==> config.mk <==
export PLATFORM = sky130hd
export DESIGN_NAME = lutram_access_ctrl_flat
export DESIGN_NICKNAME = d
export VERILOG_FILES = /design/src/rtl/lutram_ctrl_pkg.sv /design/src/rtl/lutram_access_ctrl_if.sv /design/src/rtl/lutram_access_ctrl_arb.sv /design/src/rtl/lutram_access_ctrl.sv /design/src/flat_wrapper.sv
export SDC_FILE = /design/constraint.sdc
export NUM_CORES = 1
export LEC_CHECK = 0
export ABC_CLOCK_PERIOD_IN_PS = 1700
export BUFFER_PORTS_ARGS = -buffer_cell sky130_fd_sc_hd__buf_2
export CAP_MARGIN = 20
export CELL_PAD_IN_SITES_DETAIL_PLACEMENT = 1
export CELL_PAD_IN_SITES_GLOBAL_PLACEMENT = 2
export CORE_AREA = 8 8 266 268
export DETAILED_ROUTE_END_ITERATION = 8
export DIE_AREA = 0 0 274 276
export HOLD_SLACK_MARGIN = 0.12
export PLACE_DENSITY = 0.53
export SLEW_MARGIN = 20
export SYNTH_ARGS = -nofsm -noshare
export SYNTH_HDL_FRONTEND = slang
export SYNTH_SLANG_ARGS = --single-unit
==> constraint.sdc <==
create_clock -name clk -period 1.7 [get_ports clk]
set_input_delay 0.255 -clock clk [delete_from_list [all_inputs] [get_ports clk]]
set_output_delay 0.255 -clock clk [all_outputs]
set_load 0.05 [all_outputs]
==> src/rtl/lutram_ctrl_pkg.sv <==
`default_nettype none
// ============================================================================
// Module   : lutram_ctrl_pkg
// Brief    : Shared types and helpers for the LUTRAM access controller.
// Revision : 1.0 - initial release
// ============================================================================
package lutram_ctrl_pkg;

    localparam int LUTRAM_MAX_ADDR_W = 32;
    localparam int LUTRAM_MAX_DATA_W = 1024;

    typedef enum logic [1:0] {
        CLEAR = 2'd0,
        IDLE  = 2'd1,
        FLUSH = 2'd2
    } ctrl_state_t;

    // Sized to the largest supported bus; instances truncate to their own widths.
    typedef struct packed {
        logic                         valid;
        logic [LUTRAM_MAX_ADDR_W-1:0] addr;
        logic [LUTRAM_MAX_DATA_W-1:0] data;
    } lutram_wr_req_t;

    function automatic int unsigned entry_count(input int unsigned depth_exp2);
        return 32'd1 << depth_exp2;
    endfunction

endpackage
`default_nettype wire

==> src/rtl/lutram_access_ctrl_if.sv <==
`default_nettype none
// ============================================================================
// Module   : lutram_access_ctrl_if
// Brief    : Requester-side bus of the controller: two write ports, one read port.
// Revision : 1.0 - initial release
// ============================================================================
interface lutram_access_ctrl_if #(
    parameter int DATA_WIDTH = 128,
    parameter int ADDR_WIDTH = 8
) ();

    logic                  wr0_valid_i;
    logic [ADDR_WIDTH-1:0] wr0_addr_i;
    logic [DATA_WIDTH-1:0] wr0_data_i;
    logic                  wr0_ready_o;

    logic                  wr1_valid_i;
    logic [ADDR_WIDTH-1:0] wr1_addr_i;
    logic [DATA_WIDTH-1:0] wr1_data_i;
    logic                  wr1_ready_o;

    logic                  rd_valid_i;
    logic [ADDR_WIDTH-1:0] rd_addr_i;
    logic [DATA_WIDTH-1:0] rd_data_o;
    logic                  rd_valid_o;

    modport master (
        output wr0_valid_i, wr0_addr_i, wr0_data_i,
        input  wr0_ready_o,
        output wr1_valid_i, wr1_addr_i, wr1_data_i,
        input  wr1_ready_o,
        output rd_valid_i, rd_addr_i,
        input  rd_data_o, rd_valid_o
    );

    modport slave (
        input  wr0_valid_i, wr0_addr_i, wr0_data_i,
        output wr0_ready_o,
        input  wr1_valid_i, wr1_addr_i, wr1_data_i,
        output wr1_ready_o,
        input  rd_valid_i, rd_addr_i,
        output rd_data_o, rd_valid_o
    );

endinterface
`default_nettype wire

==> src/rtl/lutram_access_ctrl_arb.sv <==
`default_nettype none
// ============================================================================
// Module   : rr_arbiter2
// Brief    : Two-input round-robin arbiter; pointer moves only on a grant.
// Revision : 1.0 - initial release
// ============================================================================
module rr_arbiter2 (
    input  wire logic       clk,
    input  wire logic       rst_n,
    input  wire logic       i_en,
    input  wire logic [1:0] i_req,
    output logic      [1:0] o_gnt
);

    // 1 = requester 1 was granted last, so requester 0 wins the first tie.
    logic r_last;

    always_comb begin
        o_gnt = 2'b00;
        if (i_en) begin
            if (&i_req) begin
                o_gnt = r_last ? 2'b01 : 2'b10;
            end else begin
                o_gnt = i_req;
            end
        end
    end

    always_ff @(posedge clk) begin
        if (!rst_n) begin
            r_last <= 1'b1;
        end else if (|o_gnt) begin
            r_last <= o_gnt[1];
        end
    end

endmodule
`default_nettype wire

==> src/rtl/lutram_access_ctrl.sv <==
`default_nettype none
// ============================================================================
// Module   : lutram_access_ctrl
// Brief    : Clear/flush sweeps, write arbitration and read forwarding for one
//            simple-dual-port LUTRAM. Optional macro: LUTRAM_BYPASS_EN.
// Revision : 1.0 - initial release
// ============================================================================
module lutram_access_ctrl
    import lutram_ctrl_pkg::*;
#(
    parameter int DATA_WIDTH      = 128,
    parameter int ADDR_WIDTH      = 8,
    parameter int DATA_DEPTH_EXP2 = 8
) (
    input  wire logic                  clk,
    input  wire logic                  rst_n,
    input  wire logic                  flush_req_i,
    output logic                       busy_o,

    lutram_access_ctrl_if.slave        bus,

    output logic                       ram_ena_o,
    output logic                       ram_wea_o,
    output logic [ADDR_WIDTH-1:0]      ram_addra_o,
    output logic [DATA_WIDTH-1:0]      ram_dina_o,
    output logic                       ram_enb_o,
    output logic [ADDR_WIDTH-1:0]      ram_addrb_o,
    input  wire logic [DATA_WIDTH-1:0] ram_doutb_i
);

    localparam int unsigned                c_ENTRIES  = entry_count(DATA_DEPTH_EXP2);
    localparam logic [DATA_DEPTH_EXP2-1:0] c_CNT_LAST = DATA_DEPTH_EXP2'(c_ENTRIES - 1);
    localparam logic [DATA_DEPTH_EXP2-1:0] c_CNT_ONE  = DATA_DEPTH_EXP2'(1);

    ctrl_state_t                r_state;
    ctrl_state_t                w_state_nxt;
    logic [DATA_DEPTH_EXP2-1:0] r_cnt;
    logic [DATA_DEPTH_EXP2-1:0] w_cnt_nxt;
    logic                       w_sweep;
    logic                       w_idle;
    logic [1:0]                 w_gnt;
    logic                       w_hs;
    logic                       r_rd_valid;
    lutram_wr_req_t             w_req0;
    lutram_wr_req_t             w_req1;
    lutram_wr_req_t             w_win;

    always_ff @(posedge clk) begin
        if (!rst_n) begin
            r_state <= CLEAR;
            r_cnt   <= '0;
        end else begin
            r_state <= w_state_nxt;
            r_cnt   <= w_cnt_nxt;
        end
    end

    // Sweep writes are held off while reset is asserted so the RAM port stays quiet.
    always_comb begin
        w_state_nxt = r_state;
        w_cnt_nxt   = r_cnt;
        w_sweep     = 1'b0;
        case (r_state)
            CLEAR, FLUSH: begin
                w_sweep   = rst_n;
                w_cnt_nxt = r_cnt + c_CNT_ONE;
                if (r_cnt == c_CNT_LAST) begin
                    w_state_nxt = IDLE;
                    w_cnt_nxt   = '0;
                end
            end
            IDLE: begin
                if (flush_req_i) begin
                    w_state_nxt = FLUSH;
                    w_cnt_nxt   = '0;
                end
            end
            default: begin
                w_state_nxt = CLEAR;
                w_cnt_nxt   = '0;
            end
        endcase
    end

    assign w_idle = (r_state == IDLE);
    assign busy_o = ~w_idle;

    always_comb begin
        w_req0       = '0;
        w_req0.valid = bus.wr0_valid_i;
        w_req0.addr  = LUTRAM_MAX_ADDR_W'(bus.wr0_addr_i);
        w_req0.data  = LUTRAM_MAX_DATA_W'(bus.wr0_data_i);
        w_req1       = '0;
        w_req1.valid = bus.wr1_valid_i;
        w_req1.addr  = LUTRAM_MAX_ADDR_W'(bus.wr1_addr_i);
        w_req1.data  = LUTRAM_MAX_DATA_W'(bus.wr1_data_i);
    end

    rr_arbiter2 u_arb (
        .clk   (clk),
        .rst_n (rst_n),
        .i_en  (w_idle),
        .i_req ({w_req1.valid, w_req0.valid}),
        .o_gnt (w_gnt)
    );

    assign w_hs            = |w_gnt;
    assign w_win           = w_gnt[0] ? w_req0 : (w_gnt[1] ? w_req1 : '0);
    assign bus.wr0_ready_o = w_gnt[0];
    assign bus.wr1_ready_o = w_gnt[1];

    assign ram_ena_o   = w_sweep | w_hs;
    assign ram_wea_o   = w_sweep | w_hs;
    assign ram_addra_o = w_sweep ? ADDR_WIDTH'(r_cnt) : ADDR_WIDTH'(w_win.addr);
    assign ram_dina_o  = w_sweep ? '0 : DATA_WIDTH'(w_win.data);

    assign ram_enb_o   = bus.rd_valid_i & ~busy_o;
    assign ram_addrb_o = bus.rd_addr_i;

    always_ff @(posedge clk) begin
        if (!rst_n) begin
            r_rd_valid <= 1'b0;
        end else begin
            r_rd_valid <= ram_enb_o;
        end
    end

    assign bus.rd_valid_o = r_rd_valid;

`ifdef LUTRAM_BYPASS_EN
    logic                  r_byp_hit;
    logic [DATA_WIDTH-1:0] r_byp_data;

    // A same-cycle write to the read address returns the new value instead of the old one.
    always_ff @(posedge clk) begin
        if (!rst_n) begin
            r_byp_hit  <= 1'b0;
            r_byp_data <= '0;
        end else begin
            r_byp_hit  <= ram_ena_o & ram_enb_o &
                          (ram_addra_o[DATA_DEPTH_EXP2-1:0] == ram_addrb_o[DATA_DEPTH_EXP2-1:0]);
            r_byp_data <= ram_dina_o;
        end
    end

    assign bus.rd_data_o = r_byp_hit ? r_byp_data : ram_doutb_i;
`else
    assign bus.rd_data_o = ram_doutb_i;
`endif

endmodule
`default_nettype wire

==> src/flat_wrapper.sv <==
// flat-port wrapper written by rule: the top's interface ports become plain ports
module lutram_access_ctrl_flat import lutram_ctrl_pkg::*;
#(
    parameter int DATA_WIDTH      = 128,
    parameter int ADDR_WIDTH      = 8,
    parameter int DATA_DEPTH_EXP2 = 8
)
  (clk, rst_n, flush_req_i, busy_o, ram_ena_o, ram_wea_o, ram_addra_o, ram_dina_o, ram_enb_o, ram_addrb_o, ram_doutb_i, bus_wr0_valid_i, bus_wr0_addr_i, bus_wr0_data_i, bus_wr0_ready_o, bus_wr1_valid_i, bus_wr1_addr_i, bus_wr1_data_i, bus_wr1_ready_o, bus_rd_valid_i, bus_rd_addr_i, bus_rd_data_o, bus_rd_valid_o);
  lutram_access_ctrl_if #(.DATA_WIDTH(DATA_WIDTH), .ADDR_WIDTH(ADDR_WIDTH)) bus_i ();
  input  wire logic clk;
  input  wire logic rst_n;
  input  wire logic flush_req_i;
  output logic busy_o;
  output logic ram_ena_o;
  output logic ram_wea_o;
  output logic [ADDR_WIDTH-1:0] ram_addra_o;
  output logic [DATA_WIDTH-1:0] ram_dina_o;
  output logic ram_enb_o;
  output logic [ADDR_WIDTH-1:0] ram_addrb_o;
  input  wire logic [DATA_WIDTH-1:0] ram_doutb_i;
  input wire logic [$bits(bus_i.wr0_valid_i)-1:0] bus_wr0_valid_i;
  input wire logic [$bits(bus_i.wr0_addr_i)-1:0] bus_wr0_addr_i;
  input wire logic [$bits(bus_i.wr0_data_i)-1:0] bus_wr0_data_i;
  output wire logic [$bits(bus_i.wr0_ready_o)-1:0] bus_wr0_ready_o;
  input wire logic [$bits(bus_i.wr1_valid_i)-1:0] bus_wr1_valid_i;
  input wire logic [$bits(bus_i.wr1_addr_i)-1:0] bus_wr1_addr_i;
  input wire logic [$bits(bus_i.wr1_data_i)-1:0] bus_wr1_data_i;
  output wire logic [$bits(bus_i.wr1_ready_o)-1:0] bus_wr1_ready_o;
  input wire logic [$bits(bus_i.rd_valid_i)-1:0] bus_rd_valid_i;
  input wire logic [$bits(bus_i.rd_addr_i)-1:0] bus_rd_addr_i;
  output wire logic [$bits(bus_i.rd_data_o)-1:0] bus_rd_data_o;
  output wire logic [$bits(bus_i.rd_valid_o)-1:0] bus_rd_valid_o;
  assign bus_i.wr0_valid_i = bus_wr0_valid_i;
  assign bus_i.wr0_addr_i = bus_wr0_addr_i;
  assign bus_i.wr0_data_i = bus_wr0_data_i;
  assign bus_wr0_ready_o = bus_i.wr0_ready_o;
  assign bus_i.wr1_valid_i = bus_wr1_valid_i;
  assign bus_i.wr1_addr_i = bus_wr1_addr_i;
  assign bus_i.wr1_data_i = bus_wr1_data_i;
  assign bus_wr1_ready_o = bus_i.wr1_ready_o;
  assign bus_i.rd_valid_i = bus_rd_valid_i;
  assign bus_i.rd_addr_i = bus_rd_addr_i;
  assign bus_rd_data_o = bus_i.rd_data_o;
  assign bus_rd_valid_o = bus_i.rd_valid_o;
  lutram_access_ctrl #(.DATA_WIDTH(DATA_WIDTH), .ADDR_WIDTH(ADDR_WIDTH), .DATA_DEPTH_EXP2(DATA_DEPTH_EXP2)) u_core (.clk(clk), .rst_n(rst_n), .flush_req_i(flush_req_i), .busy_o(busy_o), .bus(bus_i), .ram_ena_o(ram_ena_o), .ram_wea_o(ram_wea_o), .ram_addra_o(ram_addra_o), .ram_dina_o(ram_dina_o), .ram_enb_o(ram_enb_o), .ram_addrb_o(ram_addrb_o), .ram_doutb_i(ram_doutb_i));
endmodule
---- Yosys cells after proc, flatten, opt, wreduce, memory -nomap -nowiden ----
Index checks and enable logic that the tools add are counted.
word-level totals
  bits in registers ....................... 12
  input port bits ......................... 414
  output and inout port bits .............. 279
  word-level logic and storage cells ...... 32
operators by class
  $add $sub $neg .......................... 1
  equal/unequal tests ..................... 5
  muxes and demuxes ....................... 14
  bitwise logic cells ..................... 3
  reduce and logical (&&, ||, !) cells .... 5
operator list
  kind                                                   number
  2-to-1 mux 1032 bit                                    2
  2-to-1 mux 128 bit                                     1
  2-to-1 mux 8 bit                                       3
  one-hot mux 8 bit (2 select lines)                     1
  2-to-1 mux 2 bit                                       5
  adder 8 x 1 -> 8 bit, second input constant            1
  == test 8 bit, second input constant                   1
  one-hot mux 2 bit (2 select lines)                     1
  AND reduction 2 bit                                    2
  OR reduction 2 bit                                     2
  == test 2 x 1 -> 1 bit, second input constant          1
  == test 2 bit, second input constant                   1
  logical NOT 2 bit                                      1
  inequality test 2 x 1 -> 1 bit, second input constant  1
  inequality test 2 bit, second input constant           1
  bitwise AND 1 bit                                      1
  2-to-1 mux 1 bit                                       1
  inverter 1 bit                                         1
  OR 1 bit                                               1

---- Depth between registers and ports, before layout ----
Gate-level depths: netlist of the first run.
  word-level depth ........................ 6
  gate-level depth with buffers ........... 6

---- Modules after synthesis ----
Synthesis of the first run repeated with hierarchy kept, for this count alone.
second synthesis, totals
  cell total of the unflattened synthesis .. 532
  area total of the unflattened synthesis .. 3407.0 µm²
by module, submodules not included
  module              instances  cells an instance  area each (µm²)  sequential area each (µm²)
  lutram_access_ctrl  1          524                3350.7           220.2
  rr_arbiter2         1          8                  56.3             20.0

---- Least setup slack after synthesis of the first run ----
No wires, ideal clock.
  kind .................................... flip-flop to output port
  from .................................... register u_core.r_state[0]
  to ...................................... output ram_wea_o
  data arrival time ....................... 1.623 ns
  data required time ...................... 1.445 ns
  path slack .............................. -0.178 ns
  stages on the path, launching flop included .. 7
  cell sequence ........................... dfxtp_1 -> buf_4 -> nand3b_2 -> a21oi_2 -> buf_4 -> or3_1 -> buf_4
on the way
  word-level cells in the longest chain between the ends .. 4
RTL lines
  what                                                           RTL line                                                RTL
  from (decl)                                                    lutram_access_ctrl.sv:35                                ctrl_state_t r_state;
  from (signal assigned)                                         lutram_access_ctrl.sv:53                                r_state <= w_state_nxt;
  == test 2 bit (tied with other cells)                          lutram_access_ctrl.sv:63                                case (r_state)
  OR reduction 2 bit / 2-to-1 mux 2 bit (equally long branches)  lutram_access_ctrl.sv:63, lutram_access_ctrl_arb.sv:20
  2-to-1 mux 1 bit / OR reduction 2 bit (equally long branches)  lutram_access_ctrl.sv:63, lutram_access_ctrl.sv:107
  OR 1 bit (*)                                                   --
  to (decl)                                                      flat_wrapper.sv:15                                      output logic ram_wea_o;
Mark *: on every way between the ends. The rest lies on a longest branch, timed or not.

---- Final worst setup path of the first run ----
  from .................................... register u_core.r_state[1]
  to ...................................... output ram_dina_o[45]
on the way
  word-level cells in the longest chain between the ends .. 5
RTL lines
  what                              RTL line                      RTL
  == test 2 x 1 -> 1 bit            lutram_access_ctrl.sv:85      assign w_idle = (r_state == IDLE);
  2-to-1 mux 2 bit                  lutram_access_ctrl_arb.sv:20  if (i_en) begin
  2-to-1 mux 1032 bit (2 in a row)  lutram_access_ctrl.sv:108     assign w_win = w_gnt[0] ? w_req0 : (w_gnt[1] ? w_req1 : '0);
  2-to-1 mux 128 bit (*)            lutram_access_ctrl.sv:115     assign ram_dina_o = w_sweep ? '0 : DATA_WIDTH'(w_win.data);
  to (decl)                         flat_wrapper.sv:17            output logic [DATA_WIDTH-1:0] ram_dina_o;
Marks and branches as above.

==> results of run 1 <==
[cells by family after synthesis]
logic type | count (synthesis)
AOI/OAI and AO/OA | 160
xor gates and xnor gates | 1
adders and majority gates | 1
buffers and inverters | 172
DFF | 12
and+or+nand+nor | 39
[cells in the mapped netlist (all sizes together) (2+ instances only)]
library cell | instances | area (µm²)
a21boi | 2 | 15.0
a21oi | 2 | 17.5
a221o | 8 | 80.1
a22o | 129 | 1130
a22oi | 2 | 15.0
a31oi | 2 | 12.5
and2 | 9 | 56.3
and3 | 3 | 18.8
buf | 169 | 1350
dfxtp | 12 | 240
inv | 2 | 7.51
nand2 | 6 | 22.5
nand3 | 4 | 20.0
nand3b | 2 | 18.8
nor2 | 4 | 15.0
nor2b | 3 | 26.3
nor3b | 2 | 15.0
o21ai | 7 | 35.0
or3 | 2 | 12.5
[registers in the layout, summed over array words and instances (netlist names)]
signal and count:
u_core.bus.rd_valid_o 1, u_core.r_cnt 8, u_core.r_state 2, u_core.u_arb.r_last 1
[power breakdown]
part           internal [mW]  total, mW  leakage [nW]  switching [mW]
sequential             0.288      0.299        0.0978          0.0103
clock                  0.356      0.485        0.0442           0.130
combinational          0.265      0.453          3.14           0.188
total                  0.909       1.24          3.28           0.327
[stage by stage]
step	setup TNS [ps]	cells
after floorplan	0	385
after global placement	-6960	1550
after detailed placement	-11450	1550
after CTS	-38070	1554
after global routing	-43320	1564
final	-35410	1565
[layout make-up]
type | count | area (µm²)
fill | 7939 | 59400
clock buffer | 4 | 88.8
multi-input combinational | 201 | 1910
inverter | 2 | 7.51
tap | 873 | 1090
antenna | 1 | 2.50
timing repair buffer | 472 | 3810
sequential | 12 | 244
[critical path, stage by stage, from the launching register on]
cell and delay (ps):
dfxtp_2 320, nand3b_1 220, a21oi_4 210, buf_12 190, clkbuf_16 210, a22o_2 170
buf_6 150
[repair_timing]
| item | in CTS | in global routing |
|---|---|---|
| pin swaps | 0 | 3 |
| endpoints found under the setup margin | 141 | 142 |
| endpoints found under the hold margin | 0 | 0 |
| hold buffers | 0 | 0 |
| gates resized for setup | 229 | 88 |
| buffers inserted | 0 | 5 |
| gates cloned | 0 | 6 |
[routing by layer]
layer  vias to the layer above  GRT usage [%]  wire length (µm)
li1                       1946              -                 -
met1                      2086           5.96              9490
met2                       459           8.97             11800
met3                        23           4.04              4210
met4                         4          0.703               278
met5                         -           1.71               135
[layout by cell type (no fill, tap or decap), types with 7 or more instances in the layout]
cell and n:
and2_1 9, a22o_2 107, buf_6 101, buf_8 29, o21ai_0 7, a221o_1 8
dfxtp_1 9, buf_12 18, a22o_4 12, clkbuf_16 8, buf_2 279, a22o_1 10
buf_4 36
[worst min-delay path by stage]
stage               startpoint                     to  slack, ps  depth (start not counted)
3_3_place_gp   u_core.r_cnt[7]        u_core.r_cnt[7]        490                          1
2_1_floorplan            rst_n    u_core.u_arb.r_last        340                          1
3_5_place_dp   u_core.r_cnt[6]        u_core.r_cnt[6]        510                          1
6_report        bus_rd_valid_i  u_core.bus.rd_valid_o        280                          2
5_1_grt         bus_rd_valid_i  u_core.bus.rd_valid_o        280                          2
4_1_cts         bus_rd_valid_i  u_core.bus.rd_valid_o        270                          2
==> out/qor.yml, run 1 <==
grt_start_max_net_pins: 33
post-route-period-util_pct: 119
grt_pass1_wl_mm: 32.7
synthArstFlopShare_pct: 0
syn_nets: 800
root_buffer: "clkbuf_16"
placed_area_um2: 5800
cp-start-kind: "register"
ys.flop_type: "dfxtp_1"
port_buffers: 420
dieWidth_um: 274
yosys_warnings: 0
seq_area_frac_synth_pct: 7.44
synth_cell_type_count: 38
finalWorstSetupSlack_ps: -324
fp-row-count: 95
synth_mux_area_share_pct: 0
drtIter0Drc: 157
ff2ff_path_depth: 5
numClockSinks: 12
io_pins: 693
slew_violations: 0
critPathCapture: "ram_dina_o[45]"
drive_gt1_share_pct: 87.8
synth_top_family_by_area: "compound AO/OA/AOI/OAI gates"
p_per_area_nw_per_um2: 173
synthCells: 385
max_cap_viol_count: 0
synth_xor_area_share_pct: 0.271
start_util_pct: 4.85
cp-end-kind: "primary output"
cts_buffers: 3
slew-limit-headroom_pct: 81.2
synth-edff-count: 0
utilization_pct: 10.8
crit_arrival_ps: 1770
finalSetupViolCount: 140
period_minus_slack_ps: 2020
cp_max_fo: 16
synth.cell_area_um2: 3230
finalHoldViolations: 0
fin_area_um2: 7160
wl_per_cell_um: 16.6
core_um2: 66600
synth_adder_area_share_pct: 0.387
clkLatencyLatePin_ps: 240
dr.pass1.iters: 4
power.total_mw: 1.24
grt_pass1_vias: 4969
violations: "setup timing"
path_class: "register to primary output"
grt_overflow: 0
clockBufferDepth: 2
area_growth_pct: 122
grt_antenna_before_repair: 6
cp.required_ps: 1440
cts_tree: "built"
clkTransAtPathRegs_ps: 50
wl_mm: 25.9
pre_cts_slack_ps: -131
ys_ff_latch: 12
fin_nets: 1107
dp_hpwl_mm: 21.1
cp-startpoint: "u_core.r_state[1]"
rsz0062_at_grt: "yes"
max_slew.worst_pin.slew_ps: 279
synth_compound_area_share_pct: 42.4
status: "finished with violations"
fmax_mhz: 494
die_h_um: 276
vias: 4518
synthesis.area_per_instance_um2: 8.39
timing.rr.end: "u_core.r_cnt[5]"
skew_ps: 1.73
reg2reg_from: "u_core.r_state[0]"
fin_hold_ws_ps: 284
synth-simple-area-share_pct: 7.44
drc: 0
vias_per_cell: 2.89
die_area_um2: 75600
ir_worst_vdd_mv: 0.233
track_usage_pct: 5.59
rrSetupSlack_ps: 210
p_leak_nw: 3.28
holdCritPathClass: "input pin to register"
h-tree-depth: 1
place_congestion: 0.809
ant_nets: 0
(Power assumes the default switching activity.)
==> inputs of run 2 (changes only) <==
--- a/config.mk
+++ b/config.mk
@@ -5,7 +5,6 @@
 export SDC_FILE = /design/constraint.sdc
 export NUM_CORES = 1
 export LEC_CHECK = 0
-export ABC_CLOCK_PERIOD_IN_PS = 1700
 export BUFFER_PORTS_ARGS = -buffer_cell sky130_fd_sc_hd__buf_2
 export CAP_MARGIN = 20
 export CELL_PAD_IN_SITES_DETAIL_PLACEMENT = 1
@@ -14,7 +13,7 @@
 export DETAILED_ROUTE_END_ITERATION = 8
 export DIE_AREA = 0 0 274 276
 export HOLD_SLACK_MARGIN = 0.12
-export PLACE_DENSITY = 0.53
+export PLACE_DENSITY = 0.52
 export SLEW_MARGIN = 20
 export SYNTH_ARGS = -nofsm -noshare
 export SYNTH_HDL_FRONTEND = slang
==> run 2 against run 1 <==
Effect of this change:
- the run still ends with setup timing left
- core utilization grew 1.2 points
- setup slack lost 61 ps
- first-iteration DRC count shrank 5.7%
- combinational power is essentially flat
- count of clock-buffer cells in the layout shrank 1
- critical endpoint is now ram_addra_o[5]
- largest cell class unchanged
==> out/qor.yml, run 2 (synthesis gave the netlist of run 1 again) <==
vias: 4680
dp_hpwl_mm: 22.0
p_leak_nw: 3.60
drc: 0
violations: "setup timing"
wl_mm: 30.4
largest_register: "u_core.r_cnt"
largest_reg_flops: 8
clockBufferDepth: 2
top_regs: "u_core.r_cnt (8), u_core.r_state (2)"
grt_pass1_vias: 5280
fin_hold_ws_ps: 287
grt_pass1_wl_mm: 38.0
drive_gt1_share_pct: 88.3
die_h_um: 276
rsz0062_at_grt: "yes"
post-route-period-util_pct: 123
die_area_um2: 75600
fin_nets: 1126
numClockSinks: 12
slew-limit-headroom_pct: 80.5
clkTransAtPathRegs_ps: 50
finalWorstSetupSlack_ps: -385
p_per_area_nw_per_um2: 150
dr.pass1.iters: 4
skew_ps: 3.38
fmax_mhz: 480
max_slew.worst_pin.slew_ps: 289
place_congestion: 0.795
fp-row-count: 95
holdCritPathClass: "input pin to register"
finalSetupViolCount: 140
cts_tree: "built"
final_common_cell: "buf_2"
wl_per_cell_um: 19.2
cp.required_ps: 1440
start_util_pct: 4.85
ir_worst_vdd_mv: 0.371
path_class: "register to primary output"
vias_per_cell: 2.95
cp-end-kind: "primary output"
cp-start-kind: "register"
slew_violations: 0
track_usage_pct: 6.73
finalHoldViolations: 0
crit_arrival_ps: 1830
clkLatencyLatePin_ps: 240
mostFrequentLayoutCells: "buf_2, a22o_2, buf_6"
grt_start_max_net_pins: 24
fill_cells: 7834
period_minus_slack_ps: 2090
grt_antenna_before_repair: 7
fin_tns_setup_ps: -40630
port_buffers: 420
max_cap_viol_count: 0
h-tree-depth: 1
cp_max_fo: 6
io_pins: 693
cts_buffers: 3
drtIter0Drc: 148
utilization_pct: 11.9
dieWidth_um: 274
status: "finished with violations"
grt_overflow: 0
root_buffer: "clkbuf_16"
core_um2: 66600
area_growth_pct: 146
ant_nets: 0
run 2: cell types whose count changed in the layout (fill, tap and decap cells not counted), sizes merged:
| cell | change |
|---|---|
| buf | +17 |
| bufbuf | +1 |
| diode | +1 |
run 2: critical path, cell delays in order (launching register included):
cell and delay (ps):
dfxtp_2 340, nand3b_1 180, a21oi_4 50, buf_12 150, buf_12 130, buf_16 130
a221o_1 420, buf_12 180
run 2: layer usage:
metal	global-route usage (%)	vias up	part of all wire (%)
met1	7.14	2104	38
met2	11.4	537	46
met3	4.20	40	14
met5	0.789	-	0.40
met4	0.905	10	1.7
li1	-	1989	-
run 2: worst paths after layout:
check / slack, ps / depth (start not counted) / start / endpoint
worst max-delay path: -390 / 7 / u_core.r_state[1] / ram_addra_o[5]
worst min-delay path: 290 / 2 / bus_rd_valid_i / u_core.bus.rd_valid_o
worst max register to register: 210 / 5 / u_core.r_state[0] / u_core.r_cnt[5]
worst min register to register: 520 / 1 / u_core.u_arb.r_last / u_core.u_arb.r_last
run 2: repair_timing:
action | CTS | global route
hold endpoints to repair | 0 | 0
gates cloned | 9 | 8
setup endpoints to repair | 141 | 142
hold buffers | 0 | 0
pin swaps | 3 | 13
gates resized for setup | 240 | 97
setup buffers | 12 | 8
run 2: layout make-up:
type                            instances  area (µm²)  share of cell area, %
Antenna cell                            2        5.00                 0.0631
Inverter                                2        7.51                 0.0946
Timing Repair Buffer                  491        4520                   57.0
Sequential cell                        12         244                   3.07
Clock buffer                            3        75.1                  0.946
Multi-Input combinational cell        201        1990                   25.1
Tap cell                              873        1090                   13.8
run 2: power breakdown:
| part | switching, mW | total, mW | internal [mW] |
|---|---|---|---|
| combinational | 0.189 | 0.451 | 0.261 |
| clock | 0.132 | 0.440 | 0.308 |
| sequential | 0.00876 | 0.297 | 0.288 |
run 2: per-stage QoR:
step	std cells	setup WS [ps]	total power [mW]	instance area, µm²
floorplan	385	2.74	1.22	3380
global placement	1543	-197	0.726	6000
detailed placement	1543	-233	0.729	6000
CTS	1567	-413	1.20	7260
global route	1582	-442	1.25	7930
finish	1584	-385	1.19	7940
==> inputs of run 3 (changes only) <==
--- a/config.mk
+++ b/config.mk
@@ -14,7 +14,7 @@
 export DIE_AREA = 0 0 274 276
 export HOLD_SLACK_MARGIN = 0.12
 export PLACE_DENSITY = 0.52
-export SLEW_MARGIN = 20
+export SETUP_SLACK_MARGIN = 0.1
 export SYNTH_ARGS = -nofsm -noshare
 export SYNTH_HDL_FRONTEND = slang
 export SYNTH_SLANG_ARGS = --single-unit
==> run 3 against run 2 <==
Effect of this change:
- the flow still finishes with violations (setup timing)
- clock power is essentially flat
- global-route usage shrank 1.3 points
- first-iteration DRC count is the same
- core utilization shrank 0.61 points
- critical path depth is the same
- power grew 0.43%
- clock skew shrank 0.92 ps
- die area is the same
- routed wire length shrank 14%
- final cell count shrank 1.0%
- register-to-register slack is essentially flat
==> out/qor.yml, run 3 (synthesis gave the netlist of run 1 again) <==
finalSetupViolCount: 140
min_path_cells: 2
top_regs: "u_core.r_cnt (8), u_core.r_state (2)"
drive_gt1_share_pct: 90.3
vias_per_cell: 2.90
slew-limit-headroom_pct: 80.7
hold_buffers: 0
fin_nets: 1111
final_common_cell: "buf_2"
cp.required_ps: 1440
power.total_mw: 1.19
clkLatencyLatePin_ps: 240
crit_path_top_delay_cell: "a221o_2"
port_buffers: 420
cp-start-kind: "register"
ir_worst_vdd_mv: 0.253
numPlacedInstances: 1543
largest_reg_flops: 8
cts_tree: "built"
io_pins: 693
grt_start_max_net_pins: 39
top_layer_used: "met5"
rrSetupSlack_ps: 210
max_cap_viol_count: 0
dieWidth_um: 274
place_congestion: 0.831
critical_path_buf_inv_count: 4
vias: 4546
path_class: "register to primary output"
period_minus_slack_ps: 1980
grt_antenna_before_repair: 4
hold_end: "u_core.bus.rd_valid_o"
dp_hpwl_mm: 20.2
max_slew.worst_pin.slew_ps: 286
holdCritPathClass: "input pin to register"
violations: "setup timing"
grt_pass1_vias: 4902
fin_area_um2: 7530
die_h_um: 276
post-route-period-util_pct: 116
fmax_mhz: 506
finalWorstSetupSlack_ps: -275
fin_tns_setup_ps: -29870
pre_cts_slack_ps: -127
grt_overflow: 0
clkTransAtPathRegs_ps: 50
fp-row-count: 95
rsz0062_at_grt: "yes"
path_cells: "nand3b_4 > a21oi_4 > buf_4 > buf_12 > clkbuf_16 > a221o_2 > buf_6"
status: "finished with violations"
drc: 0
dr.pass1.iters: 4
h-tree-depth: 1
slew_violations: 0
finalHoldViolations: 0
skew_ps: 2.46
core_um2: 66600
numClockSinks: 12
final_cells: 1568
track_usage_pct: 5.42
area_growth_pct: 133
ff2ff_path_depth: 5
reg2reg_from: "u_core.r_state[0]"
wl_met3_mm: 4.16
drtIter0Drc: 148
critPathTopFamily: "buffers and inverters"
placed_area_um2: 5930
largest_register: "u_core.r_cnt"
crit_path_max_incr_delay_ps: 340
wl_per_cell_um: 16.7
ant_nets: 0
die_area_um2: 75600
p_per_area_nw_per_um2: 158
timing.rr.end: "u_core.r_cnt[5]"
wl_mm: 26.2
mostFrequentLayoutCells: "buf_2, a22o_2, buf_6"
start_util_pct: 4.85
crit_arrival_ps: 1720
p_leak_nw: 3.45
cp-end-kind: "primary output"
wl_met2_mm: 12.2
clockBufferDepth: 2
cts_buffers: 3
grt_pass1_wl_mm: 32.0
cp_max_fo: 10
m1WireLength_mm: 9.26
root_buffer: "clkbuf_16"
min_from: "bus_rd_valid_i"
==> run 3: per-stage QoR <==
stage / util, % / hold WS (ps)
floorplan: - / 344
global placement: 8.90 / 502
detailed placement: 8.90 / 510
CTS: 10.2 / 274
global route: 11.3 / 284
finish: 11.3 / 278
==> run 3: power breakdown <==
group / leakage [nW] / switching, mW / internal (mW)
clock: 0.0370 / 0.132 / 0.308
sequential: 0.0978 / 0.00966 / 0.288
combinational: 3.31 / 0.192 / 0.263
total: 3.45 / 0.334 / 0.859
==> run 3: final cells by class <==
class,count,area [µm²]
clock buffer,3,75.1
fill,7883,59000
sequential,12,244
timing repair buffer,476,4070
antenna,1,2.50
multi-input combinational,201,2040
tap,873,1090
inverter,2,7.51
==> run 3: how the worst max path moves through the flow <==
stage,startpoint,depth (start not counted),endpoint,slack (ps)
4_1_cts,u_core.r_state[1],7,ram_dina_o[51],-310
2_1_floorplan,u_core.r_state[0],6,ram_wea_o,3
3_5_place_dp,bus_wr1_valid_i,7,ram_dina_o[88],-130
5_1_grt,u_core.r_state[1],6,ram_dina_o[39],-350
6_report,u_core.r_state[1],7,ram_addra_o[4],-280
3_3_place_gp,bus_wr1_valid_i,7,ram_dina_o[34],-100
==> run 3: worst register-to-register path, stage by stage (launching register included) <==
cell and delay, ps:
dfxtp_2 340, buf_6 150, nor3b_1 140, buf_4 150, or4_1 460, a22oi_1 170
==> run 3: per-layer routing <==
| metal | track usage (%) | up-vias |
|---|---|---|
| met3 | 3.68 | 31 |
| met5 | 1.31 | - |
| met1 | 5.68 | 2070 |
| met4 | 1.00 | 8 |
| met2 | 8.87 | 475 |
| li1 | - | 1962 |
==> run 3: repair_timing <==
item                                    CTS  global route
endpoints found under the setup margin  142           142
gates cloned                              2            12
resized for setup                       221           124
buffers inserted                          5             2
pin swaps                                 1             1
